**config.mk**
```make
export PLATFORM = sky130hd
export DESIGN_NAME = i2c_tx_srg
export DESIGN_NICKNAME = d
export VERILOG_FILES = /design/src/rtl/i2c_tx_srg_pkg.sv /design/src/rtl/i2c_tx_srg.sv
export SDC_FILE = /design/constraint.sdc
export NUM_CORES = 1
export LEC_CHECK = 0
export BUFFER_PORTS_ARGS = -buffer_cell sky130_fd_sc_hd__buf_2
export CELL_PAD_IN_SITES_DETAIL_PLACEMENT = 1
export CELL_PAD_IN_SITES_GLOBAL_PLACEMENT = 1
export CORE_ASPECT_RATIO = 0.5
export CORE_MARGIN = 5
export CORE_UTILIZATION = 44
export CTS_BUF_LIST = sky130_fd_sc_hd__clkbuf_2 sky130_fd_sc_hd__clkbuf_4 sky130_fd_sc_hd__clkbuf_8
export DETAILED_ROUTE_END_ITERATION = 10
export GPL_TIMING_DRIVEN = 1
export HOLD_SLACK_MARGIN = 0.12
export PLACE_DENSITY = 0.94
export SYNTH_ARGS = -nofsm -noshare
export SYNTH_HDL_FRONTEND = slang
export SYNTH_SLANG_ARGS = --single-unit
export TNS_END_PERCENT = 5
```
**constraint.sdc**
```tcl
create_clock -name clk -period 3.4 [get_ports clk]
set_input_delay 0.51 -clock clk [delete_from_list [all_inputs] [get_ports clk]]
set_output_delay 0.51 -clock clk [all_outputs]
set_load 0.01 [all_outputs]
```
**src/rtl/i2c_tx_srg_pkg.sv**
```systemverilog
// Shared types and sizing constants for the I2C slave transmit path.
package i2c_tx_srg_pkg;

   // Number of filter taps held in the coefficient bank.
   localparam int NTAPS = 4;

   // Bytes read out per transfer: one 16-bit coefficient per tap.
   localparam int TX_BYTES = NTAPS * 2;

   // Transmit shift register states.
   typedef enum logic [1:0] {
      TX_IDLE     = 2'd0,
      TX_SHIFT    = 2'd1,
      TX_WAIT_ACK = 2'd2
   } i2c_tx_state_t;

endpackage : i2c_tx_srg_pkg

```
**src/rtl/i2c_tx_srg.sv**
```systemverilog
// Parallel-in/serial-out transmit shift register for the I2C slave read path.
// A loaded word is sent MSB first, one bit per shift strobe, byte by byte,
// with the bus released while the master ACKs or NACKs each byte.
module i2c_tx_srg
   import i2c_tx_srg_pkg::*;
#(
   parameter int DATA_BYTES = TX_BYTES
) (
   input  logic                    clk,
   input  logic                    rst,
   input  logic                    load_in,
   input  logic [DATA_BYTES*8-1:0] data_in,
   input  logic                    shift_in,
   input  logic                    ack_valid_in,
   input  logic                    ack_in,
   output logic                    bit_out,
   output logic                    byte_done_out,
   output logic                    last_byte_out,
   output logic                    busy_out,
   output logic                    underrun_out
);

   localparam int W   = DATA_BYTES * 8;
   localparam int BCW = (DATA_BYTES > 1) ? $clog2(DATA_BYTES) : 1;
   localparam logic [BCW-1:0] LAST_IDX = BCW'(DATA_BYTES - 1);

   i2c_tx_state_t  state_reg;
   i2c_tx_state_t  state_next;
   logic [W-1:0]   srg_reg;
   logic [2:0]     bit_cnt_reg;
   logic [BCW-1:0] byte_cnt_reg;
   logic           byte_done_reg;
   logic           underrun_reg;

   logic           last_byte;
   logic           last_bit;

   assign last_byte = (byte_cnt_reg == LAST_IDX);
   assign last_bit  = (bit_cnt_reg == 3'd7);

   // Next-state decode: a load always (re)starts a transfer, even mid-byte.
   always_comb begin
      state_next = state_reg;
      if (load_in) begin
         state_next = TX_SHIFT;
      end else begin
         case (state_reg)
            TX_IDLE: begin
               state_next = TX_IDLE;
            end
            TX_SHIFT: begin
               if (shift_in && last_bit) begin
                  state_next = TX_WAIT_ACK;
               end
            end
            TX_WAIT_ACK: begin
               if (ack_valid_in) begin
                  if (ack_in || last_byte) begin
                     state_next = TX_IDLE;
                  end else begin
                     state_next = TX_SHIFT;
                  end
               end
            end
            default: begin
               state_next = TX_IDLE;
            end
         endcase
      end
   end

   // State register.
   always_ff @(posedge clk) begin
      if (rst) begin
         state_reg <= TX_IDLE;
      end else begin
         state_reg <= state_next;
      end
   end

   // Shift register, bit/byte counters, byte-done pulse and sticky underrun flag.
   always_ff @(posedge clk) begin
      if (rst) begin
         srg_reg       <= '0;
         bit_cnt_reg   <= '0;
         byte_cnt_reg  <= '0;
         byte_done_reg <= 1'b0;
         underrun_reg  <= 1'b0;
      end else begin
         byte_done_reg <= 1'b0;
         if (load_in) begin
            srg_reg      <= data_in;
            bit_cnt_reg  <= '0;
            byte_cnt_reg <= '0;
            underrun_reg <= 1'b0;
         end else begin
            case (state_reg)
               TX_SHIFT: begin
                  if (shift_in) begin
                     srg_reg <= {srg_reg[W-2:0], 1'b0};
                     if (last_bit) begin
                        bit_cnt_reg   <= '0;
                        byte_done_reg <= 1'b1;
                     end else begin
                        bit_cnt_reg <= bit_cnt_reg + 3'd1;
                     end
                  end
               end
               TX_WAIT_ACK: begin
                  // An ACK on the final byte means the master wants more than
                  // we have; the bus stays released so it reads 0xFF.
                  if (ack_valid_in && !ack_in) begin
                     if (last_byte) begin
                        underrun_reg <= 1'b1;
                     end else begin
                        byte_cnt_reg <= byte_cnt_reg + 1'b1;
                     end
                  end
               end
               default: begin
               end
            endcase
         end
      end
   end

   assign busy_out      = (state_reg != TX_IDLE);
   assign bit_out       = (state_reg == TX_SHIFT) ? srg_reg[W-1] : 1'b1;
   assign byte_done_out = byte_done_reg;
   assign last_byte_out = busy_out & last_byte;
   assign underrun_out  = underrun_reg;

endmodule : i2c_tx_srg
```
After elaboration in Yosys (flattened, before gate mapping):

Index checks and enable logic that the tools add are counted.
Widths: inputs -> output; s select.

* mux-type cells: 11
* add/subtract/negate cells: 2
* equal/unequal tests: 8
* bitwise operators: 4
* reduce and logical (&&, ||, !) cells: 15

Operators with widths (count)
* $mux 64: 3
* $reduce_and 2->1: 4
* $add 3x1->3 const B: 2
* $eq 3x3->1 const B: 2
* $ne 3x3->1 const B: 2
* $reduce_and 3->1: 2
* $reduce_bool 2->1: 3
* $mux 1: 4
* $mux 2: 2
* $ne 2x2->1 const B: 2
* $pmux 2 s2: 1
* $reduce_or 4->1: 1
* $mux 3: 1
* $not 1->1: 3
* $eq 2x1->1 const B: 1
* $eq 2x2->1 const B: 1
* $logic_and 1x1->1: 2
* $reduce_or 2->1: 1
* $and 1x1->1: 1
* $logic_not 1->1: 1
* $logic_or 1x1->1: 1

* input port bits: 70
* bits in registers: 74
* output and inout bits: 5
* logic and storage cells: 47

Logic depth before layout (Yosys ltp):

* depth after elaboration: 6
* gate-level depth with buffers: 7
* gate-level depth less buffers: 5

Worst setup path after synthesis:

OpenSTA, ideal clock, no wires.

* kind: flip-flop to output port
* from: register state_reg[1]
* to: output port bit_out
* buffers on the path: 2
* slack: 1.828 ns
* arrival time: 1.062 ns
* stages on the path, launching flop included: 6
* required time: 2.890 ns
* path through: dfxtp_1 -> inv_1 -> ha_1 -> buf_2 -> buf_2 -> nand2b_1

* longest elaborated chain between the ends: 2

RTL lines
* from (decl): line i2c_tx_srg.sv:27 `i2c_tx_state_t state_reg;`
* from (signal assigned): line i2c_tx_srg.sv:77 `state_reg <= state_next;`
* $eq 2x1->1: line i2c_tx_srg.sv:128 `assign bit_out = (state_reg == TX_SHIFT) ? srg_reg[W-1] : 1'b1;`
* $mux 1: line i2c_tx_srg.sv:128
* to (decl): line i2c_tx_srg.sv:16 `output logic bit_out,`

No other way between the ends.

Worst setup path in the final report:

Ends and elaborated chain as after synthesis.

==> metrics.txt <==
outcome=completed; Die H=72.6 um; slew margin rel.=0.540; Worst path max stage delay=590 ps; Worst Hold Path Cells=3; CP Capture Type=output port; DP Area=3830 sq um; largest area contributor in the netlist=dfxtp_1; hpwl dp=5.90 mm; Die ar.=9810 sq um; largest net degree at the start of global routing=63; gpl congestion=0.733; largest cells by area after synthesis=dfxtp_1 43%, a311oi_1 8.4%, a211oi_1 6.8%, nor2b_1 5.8%, and3_1 5.4%; Largest register FFs=64; nets=544; final hold vios=0; number of synthesized flops with an enable pin=0; port bufs=74; post-synth top area share=0.430; vias per cell=5.44; CP max stage cell=ha_2; CTS tree=built; Reg2Reg Launch Point=state_reg[1]; worst min path class=in -> reg; first-pass GRT wire length=15.0 mm; Final Critical Period=2170 ps; CTS sink count=74; maximum capacitance violations=0; Synthesized Nets=494; vias in the first global route=3209; Post-CTS Repair Setup Buffers=0; Max clock buf depth=2; Wirelength per Cell=15.5 um; Detailed Route WL=8.97 mm; GRT Util Overall=0.188; largest fanout on the critical path=40; top cells by instance count after synthesis=74 x dfxtp_1, 40 x nor2_1, 37 x nand2_1, 36 x nand3_1, 33 x a311oi_1; most frequent cell after synthesis=dfxtp_1; clk_skew=5.96 ps; CP Class=reg -> out; clk slew on worst S/H paths=70 ps; H-tree levels=3; antenna violations before repair=0; gr ovfl total=0; sequential share of the synthesized area=0.430; synthesized area=3450 sq um; CTS Buf Count=9; IO Pins=75; Synth warnings=0; vias post-DR=3147; Area Overhead vs Synth=15.7%; Tot Pwr=1.76 mW; die width=135 um; initial DRC count=257; Critical Path AT=1660 ps; DRC=0; Hold Buf Count CTS=0; final setup fails=0; period utilization=0.640; R2R Setup Slk=1410 ps; layout cells sized above 1=0.214; antenna-violating nets left=0; CP cell instances=inv_1 > ha_2 > nand2b_1 > buf_2; core area=7460 sq um; worst skew pair latency=360 ps; hold path start=data_in[20]; setup tns final=0 ps; CTS resizes=0; fmax=460 MHz; P_leak=1.67 nW; Syn Area/Cell=8.26 sq um; Post-synth top flop=dfxtp_1; final instance area=3990 sq um; Synth cell types=28; Initial Util=0.462; Root Buffer Master=clkbuf_8; RSZ-0062 raised after global routing=no; Hold Path End=srg_reg[20]; max-slew violations=0; Reg2Reg Depth=5; Req. time, crit path=2890 ps; measured slew at the worst slew-check pin=690 ps; synthesized flop and latch total=74; fraction of registers with async set/reset=0; ANT cells=0; Worst setup SP type=flop; FP Rows=22; RR Endpoint=srg_reg[6]; Mapped Cells=417; DRT Pass-1 Iters=4; Worst IR Drop VDD=242 uV; PD cells=442 nW/um^2
## cell usage in the layout (no fill, tap or decap)
master | Yosys | layout
a31oi_1 | 1 | 1
nand4bb_1 | 1 | 1
ha_1 | 7 | 6
a21boi_1 | 1 | 1
a311oi_1 | 33 | 33
a41oi_1 | 1 | 1
nand2_1 | 37 | 36
and3_1 | 30 | 30
nand2b_1 | 1 | 1
xnor2_1 | 1 | 1
and4bb_1 | 1 | 1
inv_1 | 5 | 5
a211oi_1 | 31 | 31
ha_2 | 0 | 1
buf_2 | 16 | 74
clkbuf_8 | 0 | 9
or3_1 | 1 | 1
dfxtp_1 | 74 | 74
mux2i_1 | 3 | 3
nand2_2 | 0 | 1
nand3_1 | 36 | 36
buf_4 | 2 | 8
nand3b_1 | 1 | 1
nor3_1 | 31 | 31
a21oi_1 | 3 | 3
nor2b_1 | 32 | 32
o21ai_0 | 1 | 1
clkbuf_4 | 0 | 2
clkinv_2 | 0 | 4
nor2_1 | 40 | 40
inv_2 | 1 | 1
or2_2 | 1 | 1
## metal layers
metal	wire, um	share of wire	global-route usage	up-vias
li1	-	-	-	1590
met1	4130	0.46	0.240	1485
met2	4250	0.47	0.312	61
met3	452	0.050	0.0489	11
met4	132	0.015	0.0693	0
met5	0	0	0	-
## kinds of logic (layout without fill, tap and decap cells)
group           Yosys count  after routing  synth area share
fa+ha+maj                 7              7            0.0254
simple gates            212            212             0.308
compound gates           71             71             0.164
xor+xnor                  1              1           0.00254
buf+inv                  49            103            0.0614
mux                       3              3           0.00871
flops                    74             74             0.430
## worst max-delay path by stage
stage / depth (start not counted) / startpoint / endpoint / slack, ps
after global routing: 4 / state_reg[1] / bit_out / 1100
after floorplan: 5 / state_reg[1] / bit_out / 1830
after global placement: 5 / shift_in / state_reg[0] / 1300
final: 4 / state_reg[1] / bit_out / 1230
after CTS: 4 / state_reg[1] / bit_out / 1210
after detailed placement: 5 / shift_in / state_reg[0] / 1260
## power breakdown
| group | total (mW) | internal, mW | leakage (nW) | switching [mW] |
|---|---|---|---|---|
| Clock | 0.586 | 0.272 | 0.0896 | 0.314 |
| Sequential | 0.952 | 0.923 | 0.613 | 0.0290 |
| Combinational | 0.225 | 0.0957 | 0.971 | 0.129 |
| Total | 1.76 | 1.29 | 1.67 | 0.473 |
## worst max-delay path: cells and delay by family (launching register included)
| family | cells | cell delay, ps |
|---|---|---|
| DFF | 1 | 320 |
| buffers and inverters | 2 | 260 |
| and+or+nand+nor | 1 | 140 |
| adders and majority gates | 1 | 590 |
## final cells by class
cell class	instances	area [sq um]
Multi-Input combinational cell	294	1760
Sequential cell	74	1480
Tap cell	108	135
Clock buffer	11	139
Inverter	6	22.5
Clock inverter	4	20.0
Timing Repair Buffer	82	430
Fill cell	941	3470
## stage by stage
stage	hold slack, ps	cells	setup WS [ps]	utilization
after detailed placement	478	564	1260	0.513
after floorplan	440	417	1830	-
final	411	579	1230	0.534
after CTS	398	579	1210	0.534
after global placement	448	564	1300	0.513
after global routing	417	579	1100	0.534
Power figures use the tool's default switching activity.
